<file path="config.mk">
export PLATFORM = sky130hd
export DESIGN_NAME = br_update_unit
export DESIGN_NICKNAME = d
export VERILOG_FILES = /design/src/rtl/lc3b_types.sv /design/src/rtl/br_update_fifo.sv /design/src/rtl/br_update_unit.sv
export SDC_FILE = /design/constraint.sdc
export NUM_CORES = 1
export LEC_CHECK = 0
export ABC_AREA = 1
export CORE_UTILIZATION = 53
export CTS_CLUSTER_DIAMETER = 200
export DETAILED_ROUTE_END_ITERATION = 10
export HOLD_SLACK_MARGIN = 0.02
export PLACE_DENSITY = 0.82
export RECOVER_POWER = 100
export SYNTH_ARGS = -nofsm -noshare
export SYNTH_HDL_FRONTEND = slang
export SYNTH_SLANG_ARGS = --single-unit
export TNS_END_PERCENT = 5
</file>
<file path="constraint.sdc">
create_clock -name clk -period 3.3 [get_ports clk]
set_input_delay 0.33 -clock clk [delete_from_list [all_inputs] [get_ports clk]]
set_output_delay 0.33 -clock clk [all_outputs]
set_load 0.005 [all_outputs]
</file>
<file path="src/rtl/lc3b_types.sv">
// Shared LC-3b types: PHT counter state, queued training update, saturating counter helpers.
// Pure declarations; no logic or state.
package lc3b_types;

    typedef logic [15:0] lc3b_word;

    localparam int PHT_IDX_W = 8;

    typedef enum logic [1:0] {
        SNT = 2'b00,
        WNT = 2'b01,
        WT  = 2'b10,
        ST  = 2'b11
    } pht_state_t;

    typedef struct packed {
        logic [PHT_IDX_W-1:0] index;
        logic                 taken;
    } br_update_t;

    function automatic pht_state_t sat_inc(input pht_state_t s);
        return (s == ST) ? ST : pht_state_t'(2'(s) + 2'd1);
    endfunction

    function automatic pht_state_t sat_dec(input pht_state_t s);
        return (s == SNT) ? SNT : pht_state_t'(2'(s) - 2'd1);
    endfunction

endpackage

</file>
<file path="src/rtl/br_update_fifo.sv">
// Training-update queue: circular buffer of br_update_t, head visible combinationally.
// Latency 1 push-to-head; a push while full is accepted only when a pop happens in the same cycle.
module br_update_fifo
    import lc3b_types::*;
#(
    parameter int DEPTH = 4
) (
    input  logic       clk,
    input  logic       rst_n,
    input  logic       i_push,
    input  br_update_t i_dat,
    input  logic       i_pop,
    output br_update_t o_dat,
    output logic       o_accept,
    output logic       o_full,
    output logic       o_empty
);

    localparam int AW = $clog2(DEPTH);
    localparam logic [AW:0] FULL_CNT = (AW+1)'(DEPTH);

    br_update_t      r_mem [DEPTH];
    logic [AW-1:0]   r_wr_ptr;
    logic [AW-1:0]   r_rd_ptr;
    logic [AW:0]     r_count;
    logic            w_do_pop;

    assign o_full   = (r_count == FULL_CNT);
    assign o_empty  = (r_count == '0);
    assign w_do_pop = i_pop && !o_empty;
    assign o_accept = i_push && (!o_full || w_do_pop);
    assign o_dat    = r_mem[r_rd_ptr];

    always_ff @(posedge clk or negedge rst_n) begin
        if (!rst_n) begin
            r_wr_ptr <= '0;
            r_rd_ptr <= '0;
            r_count  <= '0;
        end else begin
            if (o_accept) r_wr_ptr <= r_wr_ptr + AW'(1);
            if (w_do_pop) r_rd_ptr <= r_rd_ptr + AW'(1);
            unique case ({o_accept, w_do_pop})
                2'b10:   r_count <= r_count + (AW+1)'(1);
                2'b01:   r_count <= r_count - (AW+1)'(1);
                default: r_count <= r_count;
            endcase
        end
    end

    always_ff @(posedge clk) begin
        if (o_accept) r_mem[r_wr_ptr] <= i_dat;
    end

endmodule

</file>
<file path="src/rtl/br_update_unit.sv">
// Branch resolution at WB plus PHT training via a queued 2-stage read-modify-write.
// Latency: mispredict/redirect 1 cycle after WB; PHT write 2 cycles after pop.
// Backpressure: pht_wr_ready=0 holds S2 and stalls the queue head; full queue drops updates.
module br_update_unit
    import lc3b_types::*;
#(
    parameter int QDEPTH = 4,
    parameter int IDX_W  = PHT_IDX_W,
    parameter int CNT_W  = 16
) (
    input  logic             clk,
    input  logic             rst_n,
    input  logic             wb_br_valid,
    input  lc3b_word         wb_pc,
    input  lc3b_word         wb_target,
    input  logic             wb_actual_taken,
    input  logic             wb_pred_taken,
    output logic             mispredict,
    output lc3b_word         redirect_pc,
    output logic             q_full,
    output logic [IDX_W-1:0] pht_rd_index,
    input  logic [1:0]       pht_rd_data,
    input  logic             pht_wr_ready,
    output logic             pht_wr_en,
    output logic [IDX_W-1:0] pht_wr_index,
    output logic [1:0]       pht_wr_data,
    output logic [CNT_W-1:0] br_count,
    output logic [CNT_W-1:0] mispred_count,
    output logic [CNT_W-1:0] drop_count
);

    localparam logic [CNT_W-1:0] CNT_MAX = '1;

    br_update_t       w_push_dat;
    br_update_t       w_head;
    logic             w_push_ok;
    logic             w_q_empty;
    logic             w_pop;
    logic             w_retire;
    logic             w_fwd;
    logic             w_mp;
    pht_state_t       w_s2_cur;
    pht_state_t       w_s2_next;

    logic             r_s2_vld;
    logic [IDX_W-1:0] r_s2_idx;
    logic             r_s2_taken;
    logic             r_s2_cur_vld;
    pht_state_t       r_s2_cur;

    assign w_mp       = (wb_actual_taken != wb_pred_taken);
    assign w_push_dat = '{index: wb_pc[IDX_W:1], taken: wb_actual_taken};

    br_update_fifo #(
        .DEPTH (QDEPTH)
    ) u_fifo (
        .clk      (clk),
        .rst_n    (rst_n),
        .i_push   (wb_br_valid),
        .i_dat    (w_push_dat),
        .i_pop    (w_pop),
        .o_dat    (w_head),
        .o_accept (w_push_ok),
        .o_full   (q_full),
        .o_empty  (w_q_empty)
    );

    assign w_retire = r_s2_vld && pht_wr_ready;
    assign w_pop    = !w_q_empty && (!r_s2_vld || pht_wr_ready);
    // The PHT read issued this cycle cannot see the write S2 commits at the same edge.
    assign w_fwd    = w_retire && (r_s2_idx == w_head.index);

    assign w_s2_cur  = r_s2_cur_vld ? r_s2_cur : pht_state_t'(pht_rd_data);
    assign w_s2_next = r_s2_taken ? sat_inc(w_s2_cur) : sat_dec(w_s2_cur);

    assign pht_rd_index = w_pop ? w_head.index : '0;
    assign pht_wr_en    = w_retire;
    assign pht_wr_index = w_retire ? r_s2_idx : '0;
    assign pht_wr_data  = w_retire ? w_s2_next : SNT;

    always_ff @(posedge clk or negedge rst_n) begin
        if (!rst_n) begin
            r_s2_vld     <= 1'b0;
            r_s2_idx     <= '0;
            r_s2_taken   <= 1'b0;
            r_s2_cur_vld <= 1'b0;
            r_s2_cur     <= SNT;
        end else if (w_pop) begin
            r_s2_vld     <= 1'b1;
            r_s2_idx     <= w_head.index;
            r_s2_taken   <= w_head.taken;
            r_s2_cur_vld <= w_fwd;
            r_s2_cur     <= w_s2_next;
        end else if (w_retire) begin
            r_s2_vld     <= 1'b0;
            r_s2_cur_vld <= 1'b0;
        end else if (r_s2_vld) begin
            // Read data is only valid for one cycle; keep it while the write port is busy.
            r_s2_cur_vld <= 1'b1;
            r_s2_cur     <= w_s2_cur;
        end
    end

    always_ff @(posedge clk or negedge rst_n) begin
        if (!rst_n) begin
            mispredict    <= 1'b0;
            redirect_pc   <= '0;
            br_count      <= '0;
            mispred_count <= '0;
            drop_count    <= '0;
        end else begin
            mispredict <= wb_br_valid && w_mp;
            if (wb_br_valid) begin
                redirect_pc <= wb_actual_taken ? wb_target : wb_pc + 16'd2;
                if (br_count != CNT_MAX) br_count <= br_count + CNT_W'(1);
                if (w_mp && mispred_count != CNT_MAX) mispred_count <= mispred_count + CNT_W'(1);
                if (!w_push_ok && drop_count != CNT_MAX) drop_count <= drop_count + CNT_W'(1);
            end
        end
    end

endmodule

</file>
==> impl_summary.md, run 1 <==
Yosys
Of all cell types, the one taking the most synthesized area is sky130_fd_sc_hd__dfrtp_1. Counting flops with a built-in enable in the synthesized netlist gives 36. After synthesis, the most frequently instantiated cells are 215 x sky130_fd_sc_hd__nand2_1, 86 x sky130_fd_sc_hd__nor2_1, 85 x sky130_fd_sc_hd__dfrtp_1, 75 x sky130_fd_sc_hd__inv_1, 54 x sky130_fd_sc_hd__nand3_1. In the post-synthesis netlist, the cell with the most instances is sky130_fd_sc_hd__nand2_1. The net count of the mapped netlist is 805. Yosys attributes the largest share of cell area to sky130_fd_sc_hd__dfrtp_1 34%, sky130_fd_sc_hd__edfxtp_1 17%, sky130_fd_sc_hd__nand2_1 13%. The number of warnings reported in the yosys synthesis log is 0. The part of the Yosys area used for sequential elements is 51.0%. The average instance in the mapped netlist occupies 8.34 um2.

In this run the biggest area consumer among cell types represents 33.8% of the synthesized area. In the synthesized netlist the dominant register cell turns out to be sky130_fd_sc_hd__dfrtp_1. The number of register bits inferred by synthesis is 121. The number of distinct library cell variants in the gate-level netlist after synthesis is 41. Counting flops with an async set or reset pin after synthesis yields a share of 70.2%. The gate count after technology mapping is 755.

The total standard cell area after synthesis is 6300 um2.

Floorplanning
The initial core utilization is 54.7%. After floorplanning, the core was divided into 39 placement rows. The die outline area is 12300 um2. 125 I/O pins were placed. From bottom edge to top edge, the die measures 111 um.

The floorplan die width is 111 um. The total area inside the core boundary comes to 11500 um2.

Clock network
The H-tree generated during clock tree synthesis spans 4 levels. The TritonCTS clock tree is yes. Clock latency on the worst-skew pair, taken at its later pin, is 0.41 ns. The post-cts gate resize count is 0.

The longest clock path from root to sink contains 2 buffers. The total of hold buffers inserted after clock tree synthesis is 0. The clock edge transition at the registers on the reported setup and hold paths is 0.06 ns.

The clock net in this run drives a total of 121 sinks. The cell at the root of the clock tree is sky130_fd_sc_hd__clkbuf_16. The post-CTS setup repair buffer count is 0. The total CTS buffers is 17.

Critical path
The origin of the critical flop-to-flop path is drop_count[0]$_DFFE_PN0P_. The type of the worst setup path is reg -> out. At the worst endpoint, the arrival time is 2.61 ns. For this run, the slowest stage of the critical path takes 0.57 ns. The setup check on the worst reg-to-reg path leaves a slack of 0.59 ns. The largest driver fanout on the critical path is 20. In this run the worst setup path begins at u_fifo.r_rd_ptr[0]$_DFFE_PN0P_.

The worst setup path is launched from a flop. The slowest stage of the critical path is the sky130_fd_sc_hd__dlygate4sd3_1 cell. The worst reg2reg path depth is 10.

The signal on the critical path passes through buf_4, clkinv_1, nand2_1, nand3_1, and2_0, inv_1, nor2_1, dlygate4sd3_1. In this run the critical register-to-register path is captured at drop_count[15]$_DFFE_PN0P_. STA classifies the critical path endpoint as an output port. The worst path required time is 2.97 ns.

The end point of the critical path is pht_rd_index[1].

Place
The final HPWL from detailed placement is 10200 um. The number of buffer cells added on primary ports is 124. The standard cell area after detailed placement is 7680 um2. In this run, placement finished with an instance count of 1012.

The routability congestion estimate is 0.869. Prior to clock tree synthesis, the placed netlist has a worst setup slack of 0.760 ns.

Status
The flow ran to the end, but the final reports show violations. The final reports fail on DRC, capacitance limit, slew limit.

Pwr
The total power per unit cell area is 734 nW/um2. The maximum VDD drop is 361 uV. The leakage power is 3.79 nW.

STA
Once routing completed, OpenROAD measured the worst setup slack at 0.359 ns. The actual transition at the worst max-transition pin is 1.53 ns. Between clock sinks in the finished design, the worst skew comes to 0.00794 ns.

Setup repair after global routing left no endpoint under its margin. The number of pins exceeding their max-slew limit in the final report was 61. The final count of negative-setup-slack endpoints is 0. The final clock period utilization by the worst path is 89.1%. The time the final worst path needs with I/O delays and setup is 2.94 ns. The count of endpoints failing hold in the final timing report was 0. Measured against its own limit, the worst slew margin works out to -1.90%. Static timing analysis puts the maximum clock frequency at 340 MHz. The final-layout setup total negative slack is 0 ns.

Global routing
The first global-routing pass estimated 24900 um of wire. The initial antenna violation count was 0. Global routing used 25.2% of the available tracks across all layers. The number of global-route vias before repair is 5455.

The overflow left after global routing is 0. The largest net degree at the start of global routing is 61.

Detailed routing
The remaining antenna violation count is 0. The number of DRC markers in iteration 0 is 392. The first detailed-routing pass ran for 8 iterations. The via count is 5513. In the detailed route, the total length drawn on met3 is 821 um. The routed design has 14600 um of wire. The mean number of vias per cell is 5.28. For this block, wires on met1 add up to 6370 um. In the routed design, unresolved DRC markers number 10.

The uppermost metal layer occupied by signal nets is met4. After detailed routing, the average wire length per cell comes to 14.0 um. The detailed-routed wire length on met2 is 7100 um.

Run
Across the run, the number of max-cap violations was 1.

Layout
The non-filler instance count after layout is 1044. The layout-stage area growth over the synthesis result is 31.4%. The layout cell share with drive strength beyond 1 is 4.99%. The final instance area is 8270 um2. For this run, the post-layout net count is 938. The antenna diode count is 0. The filler cell count is 877.

Hold path
The tightest min-delay check is of the in -> async type.
[cell type report]
| class | count | area [um2] | share of cell area (%) |
|---|---|---|---|
| Inverter | 80 | 302 | 3.64 |
| Clock inverter | 14 | 251 | 3.04 |
| Timing Repair Buffer | 134 | 1280 | 15.5 |
| Sequential cell | 121 | 3210 | 38.8 |
| Clock buffer | 18 | 429 | 5.19 |
| Tap cell | 143 | 179 | 2.16 |
| Multi-Input combinational cell | 534 | 2620 | 31.7 |
[layer usage]
metal	vias to the layer above	GRT usage (%)
met5	-	0
li1	2696	-
met3	28	5.52
met2	174	42.8
met1	2615	31.4
met4	0	9.59
[kinds of logic after synthesis]
logic type / count (synthesis) / share of synthesized area [%]
and+or+nand+nor: 396 / 27.0
xor gates and xnor gates: 35 / 4.99
adders and majority gates: 10 / 2.11
buffers and inverters: 100 / 6.62
AOI/OAI and AO/OA: 93 / 8.35
DFF: 121 / 51.0
[sequential cells by signal (all words and copies together) (netlist names), 2 cells and up]
register	flops
br_count	16
drop_count	16
mispred_count	16
r_s2_cur	2
r_s2_idx	8
redirect_pc	16
u_fifo.r_count	3
u_fifo.r_mem	36
u_fifo.r_rd_ptr	2
u_fifo.r_wr_ptr	2
[where the power goes]
part           total, mW  leakage (nW)  internal, mW  switching [mW]
logic               1.79          2.07         0.783            1.00
clock network       2.13         0.315          1.48           0.651
registers           2.15          1.41          1.90           0.259
[per-stage QoR]
step           power (mW)  util, %  hold WS, ns
2_1_floorplan        3.22        -       0.0344
3_3_place_gp         3.99     66.7        0.467
3_5_place_dp         4.07     66.7        0.465
4_1_cts              6.23     72.6       0.0251
5_1_grt              6.43     71.8        0.408
6_report             6.07     71.8        0.267
[worst max-delay path: cells and delay by family (launching register included)]
| kind | cells | cell delay [ns] |
|---|---|---|
| buffers and inverters | 4 | 1.31 |
| AND/OR/NAND/NOR | 4 | 0.57 |
| flip-flops | 1 | 0.32 |
[cell usage in the layout (no fill, tap or decap), drive strengths merged]
cell type,count
o211ai,3
nand2,220
inv,77
nor2,92
or2,1
and2,2
nand4,4
dlygate4sd3,94
ha,9
clkdlybuf4s50,29
clkinv,5
xor2,25
o22ai,1
nor3,12
clkbuf,26
edfxtp,36
fa,1
xnor2,10
o21bai,9
nor4,3
clkinvlp,5
a21oi,24
o21ai,52
buf,3
o31ai,1
nand3,57
a22oi,1
bufinv,7
o21a,2
nand3b,5
dfrtp,85
[worst min-delay path by stage]
stage / from / end / slack [ns] / cells after the start
final: rst_n / r_s2_idx[1]$_DFFE_PN0P_ / 0.27 / 1
after global routing: rst_n / r_s2_idx[1]$_DFFE_PN0P_ / 0.41 / 1
after detailed placement: rst_n / r_s2_idx[1]$_DFFE_PN0P_ / 0.47 / 1
after global placement: rst_n / r_s2_idx[1]$_DFFE_PN0P_ / 0.47 / 1
after CTS: rst_n / r_s2_idx[1]$_DFFE_PN0P_ / 0.03 / 1
after floorplan: rst_n / br_count[0]$_DFFE_PN0P_ / 0.03 / 0
No activity file was read; power rests on OpenSTA's default activity.
==> run 2, diff against run 1 <==
--- a/config.mk
+++ b/config.mk
@@ -9,7 +9,7 @@
 export CORE_UTILIZATION = 53
 export CTS_CLUSTER_DIAMETER = 200
 export DETAILED_ROUTE_END_ITERATION = 10
-export HOLD_SLACK_MARGIN = 0.02
+export HOLD_SLACK_MARGIN = 0.08
 export PLACE_DENSITY = 0.82
 export RECOVER_POWER = 100
 export SYNTH_ARGS = -nofsm -noshare
==> run 2 against run 1 <==
The flow still finishes with violations (DRC, capacitance limit, slew limit). Global-route usage about the same. Non-clock buffer count is 1 higher. Utilization rose by 0.087 points. Critical endpoint unchanged. Cell count barely moved. Critical path type unchanged. Design area is 0.12% higher.
==> impl_summary.md, run 2 (synthesized netlist as in run 1, its figures left out) <==
Clock network
The clock edge transition at the registers on the reported setup and hold paths is 0.05 ns (about the same). The TritonCTS clock tree is yes. The number of clock sinks seen by CTS is 121 (unchanged). The insertion delay of the later-clocked pin in the worst-skew pair is 0.41 ns (about the same).

The H-tree depth is 4 (unchanged). The maximum clock path buffer count is 2 (unchanged). The total CTS buffers came to 17 (unchanged).

The cell at the root of the clock tree is sky130_fd_sc_hd__clkbuf_16. The post-cts gate resize count is 0 (unchanged).

Layout
The number of nets in the layout is 939 (+0.11%). The layout cell share with drive strength beyond 1 is 4.99% (-0.0055 points). Leaving out fill and tap cells, the most frequent cell in the layout is sky130_fd_sc_hd__nand2_1. The final instance area was 8280 um2 (+0.12%). The antenna diode count came to 0 (unchanged). The top cell types in the final layout, fill and taps aside, are 218 x sky130_fd_sc_hd__nand2_1, 95 x sky130_fd_sc_hd__dlygate4sd3_1, 90 x sky130_fd_sc_hd__nor2_1.

The filler cell count is 878 (+0.11%). Counting flops per register, the top entry is u_fifo.r_mem. Relative to the synthesized area, the layout overhead comes to 31.6%. The flip-flop count of the largest register after layout is 36 (unchanged).

STA
The worst hold margin was 0.482 ns (+0.215 ns). The final critical-path setup slack came to 0.342 ns (-0.0163 ns). The count of endpoints failing hold in the final timing report is 0 (unchanged). Setup repair after global routing left no endpoint under its margin. The worst clock skew came to 0.00977 ns (+0.00183 ns). The worst-case headroom to the max-slew limit is -1.33% (+0.57 points). The final-layout setup total negative slack came to 0 ns (unchanged). The final count of negative-setup-slack endpoints is 0 (unchanged). The achievable frequency is 338 MHz (-0.55%). The time the final worst path needs with I/O delays and setup is 2.96 ns (+0.0163 ns).

The actual transition at the worst max-transition pin came to 1.52 ns (-0.00855 ns). The number of pins exceeding their max-slew limit in the final report is 61 (unchanged). The final clock period utilization by the worst path is 89.6% (+0.50 points).

Critical path
The type of the worst setup path is reg -> out. The worst path required time is 2.97 ns (about the same). The kind of capture point of the worst setup path is an output port.

STA classifies the critical path startpoint as a flop. The data arrival time of the critical path is 2.63 ns (+0.02 ns). The largest driver fanout on the critical path came to 20 (unchanged).

Floorplanning
The floorplan row count came to 39 (unchanged). The count of pins on the block boundary was 125 (unchanged). The floorplan die width is 111 um (unchanged). The die outline area is 12300 um2 (unchanged). The initial core utilization is 54.7% (unchanged). The area of the core is 11500 um2 (unchanged).

The height of the die is 111 um (unchanged).

Pwr
The total chip power was 6.08 mW (about the same). The total power per unit cell area is 733 nW/um2 (about the same). The maximum VDD drop was 360 uV (-0.28%). The leakage power is 3.79 nW (+0.11%).

Status
The final reports fail on DRC, capacitance limit, slew limit. The run finished, with violations left.

Detailed routing
The final routed wirelength across all metal layers was 14600 um (about the same). The remaining antenna violation count is 0 (unchanged). The mean number of vias per cell was 5.31 (+0.65%). The first-pass detailed-route iteration total came to 10 (+2). The routed length per instance was 14.0 um (about the same). The via count is 5554 (+0.74%).

The number of DRC markers in iteration 0 came to 438 (+12%). The remaining routing DRC violations is 10 (unchanged).

Global routing
The overflow left after global routing is 0 (unchanged). The largest net degree at the start of global routing was 61 (unchanged). The global-route wire length before repair is 24900 um (about the same). The initial antenna violation count was 0 (unchanged). The number of global-route vias before repair is 5461 (+0.11%).

The global router's overall resource usage came to 25.2% (about the same).

Place
The routability congestion estimate came to 0.869 (unchanged). The number of buffer cells added on primary ports is 124 (unchanged). The final HPWL from detailed placement is 10200 um (unchanged). The minimum setup slack after placement is 0.760 ns (unchanged). The standard cell area after detailed placement is 7680 um2 (unchanged).

Hold path
The tightest min-delay check is of the reg -> reg type.

Run
The reported max-cap violation count is 1 (unchanged).
run 2: cell count changes in the layout (fill, tap and decap cells not counted), sizes merged:
cell,delta
dlygate4sd3,+1
run 2: area by class of cell:
class | instances | area [um2] | area share [%]
Sequential cell | 121 | 3210 | 38.7
Multi-Input combinational cell | 534 | 2620 | 31.6
Timing Repair Buffer | 135 | 1290 | 15.6
Clock buffer | 18 | 429 | 5.18
Inverter | 80 | 302 | 3.64
Clock inverter | 14 | 251 | 3.04
Tap cell | 143 | 179 | 2.16
run 2: timing repair:
item                      in CTS  in global routing
hold endpoints to repair      58                  0
hold buffers                   1                  0
setup buffers                  0                  0
run 2: worst max-delay path, stage by stage (launching register included):
cell and delay, ns:
sky130_fd_sc_hd__dfrtp_1 0.32, sky130_fd_sc_hd__buf_4 0.22, sky130_fd_sc_hd__clkinv_1 0.46, sky130_fd_sc_hd__nand2_1 0.19, sky130_fd_sc_hd__nand3_1 0.14, sky130_fd_sc_hd__and2_0 0.22
sky130_fd_sc_hd__inv_1 0.06, sky130_fd_sc_hd__nor2_1 0.04, sky130_fd_sc_hd__dlygate4sd3_1 0.57
run 2: layer usage:
| metal | vias to the layer above | track usage [%] | share of wire (%) |
|---|---|---|---|
| li1 | 2698 | - | - |
| met1 | 2659 | 31.4 | 44 |
| met2 | 169 | 42.8 | 49 |
| met3 | 28 | 5.52 | 5.1 |
| met4 | 0 | 9.59 | 2.0 |
| met5 | - | 0 | 0 |
run 2: stage by stage:
step / util, % / instances
final: 71.9 / 1045
after global routing: 71.9 / 1045
after detailed placement: 66.7 / 1012
after CTS: 72.7 / 1045
after global placement: 66.7 / 1012
after floorplan: - / 755
run 2: power breakdown:
part	total (mW)	internal (mW)	switching, mW
clock network	2.13	1.48	0.650
registers	2.16	1.90	0.260
logic	1.79	0.783	1.00
total	6.08	4.16	1.91
run 2: path summary, 6_finish.rpt:
path	startpoint	end	slack (ns)	depth (start not counted)
max in group asynchronous	rst_n	br_count[0]$_DFFE_PN0P_	1.12	3
setup / recovery	u_fifo.r_rd_ptr[0]$_DFFE_PN0P_	pht_rd_index[1]	0.34	8
setup reg to reg	drop_count[0]$_DFFE_PN0P_	drop_count[15]$_DFFE_PN0P_	0.58	10
hold reg to reg	redirect_pc[12]$_DFFE_PN0P_	redirect_pc[12]$_DFFE_PN0P_	0.48	2
min in group asynchronous	rst_n	r_s2_idx[1]$_DFFE_PN0P_	0.80	2
hold / removal	redirect_pc[12]$_DFFE_PN0P_	redirect_pc[12]$_DFFE_PN0P_	0.48	2
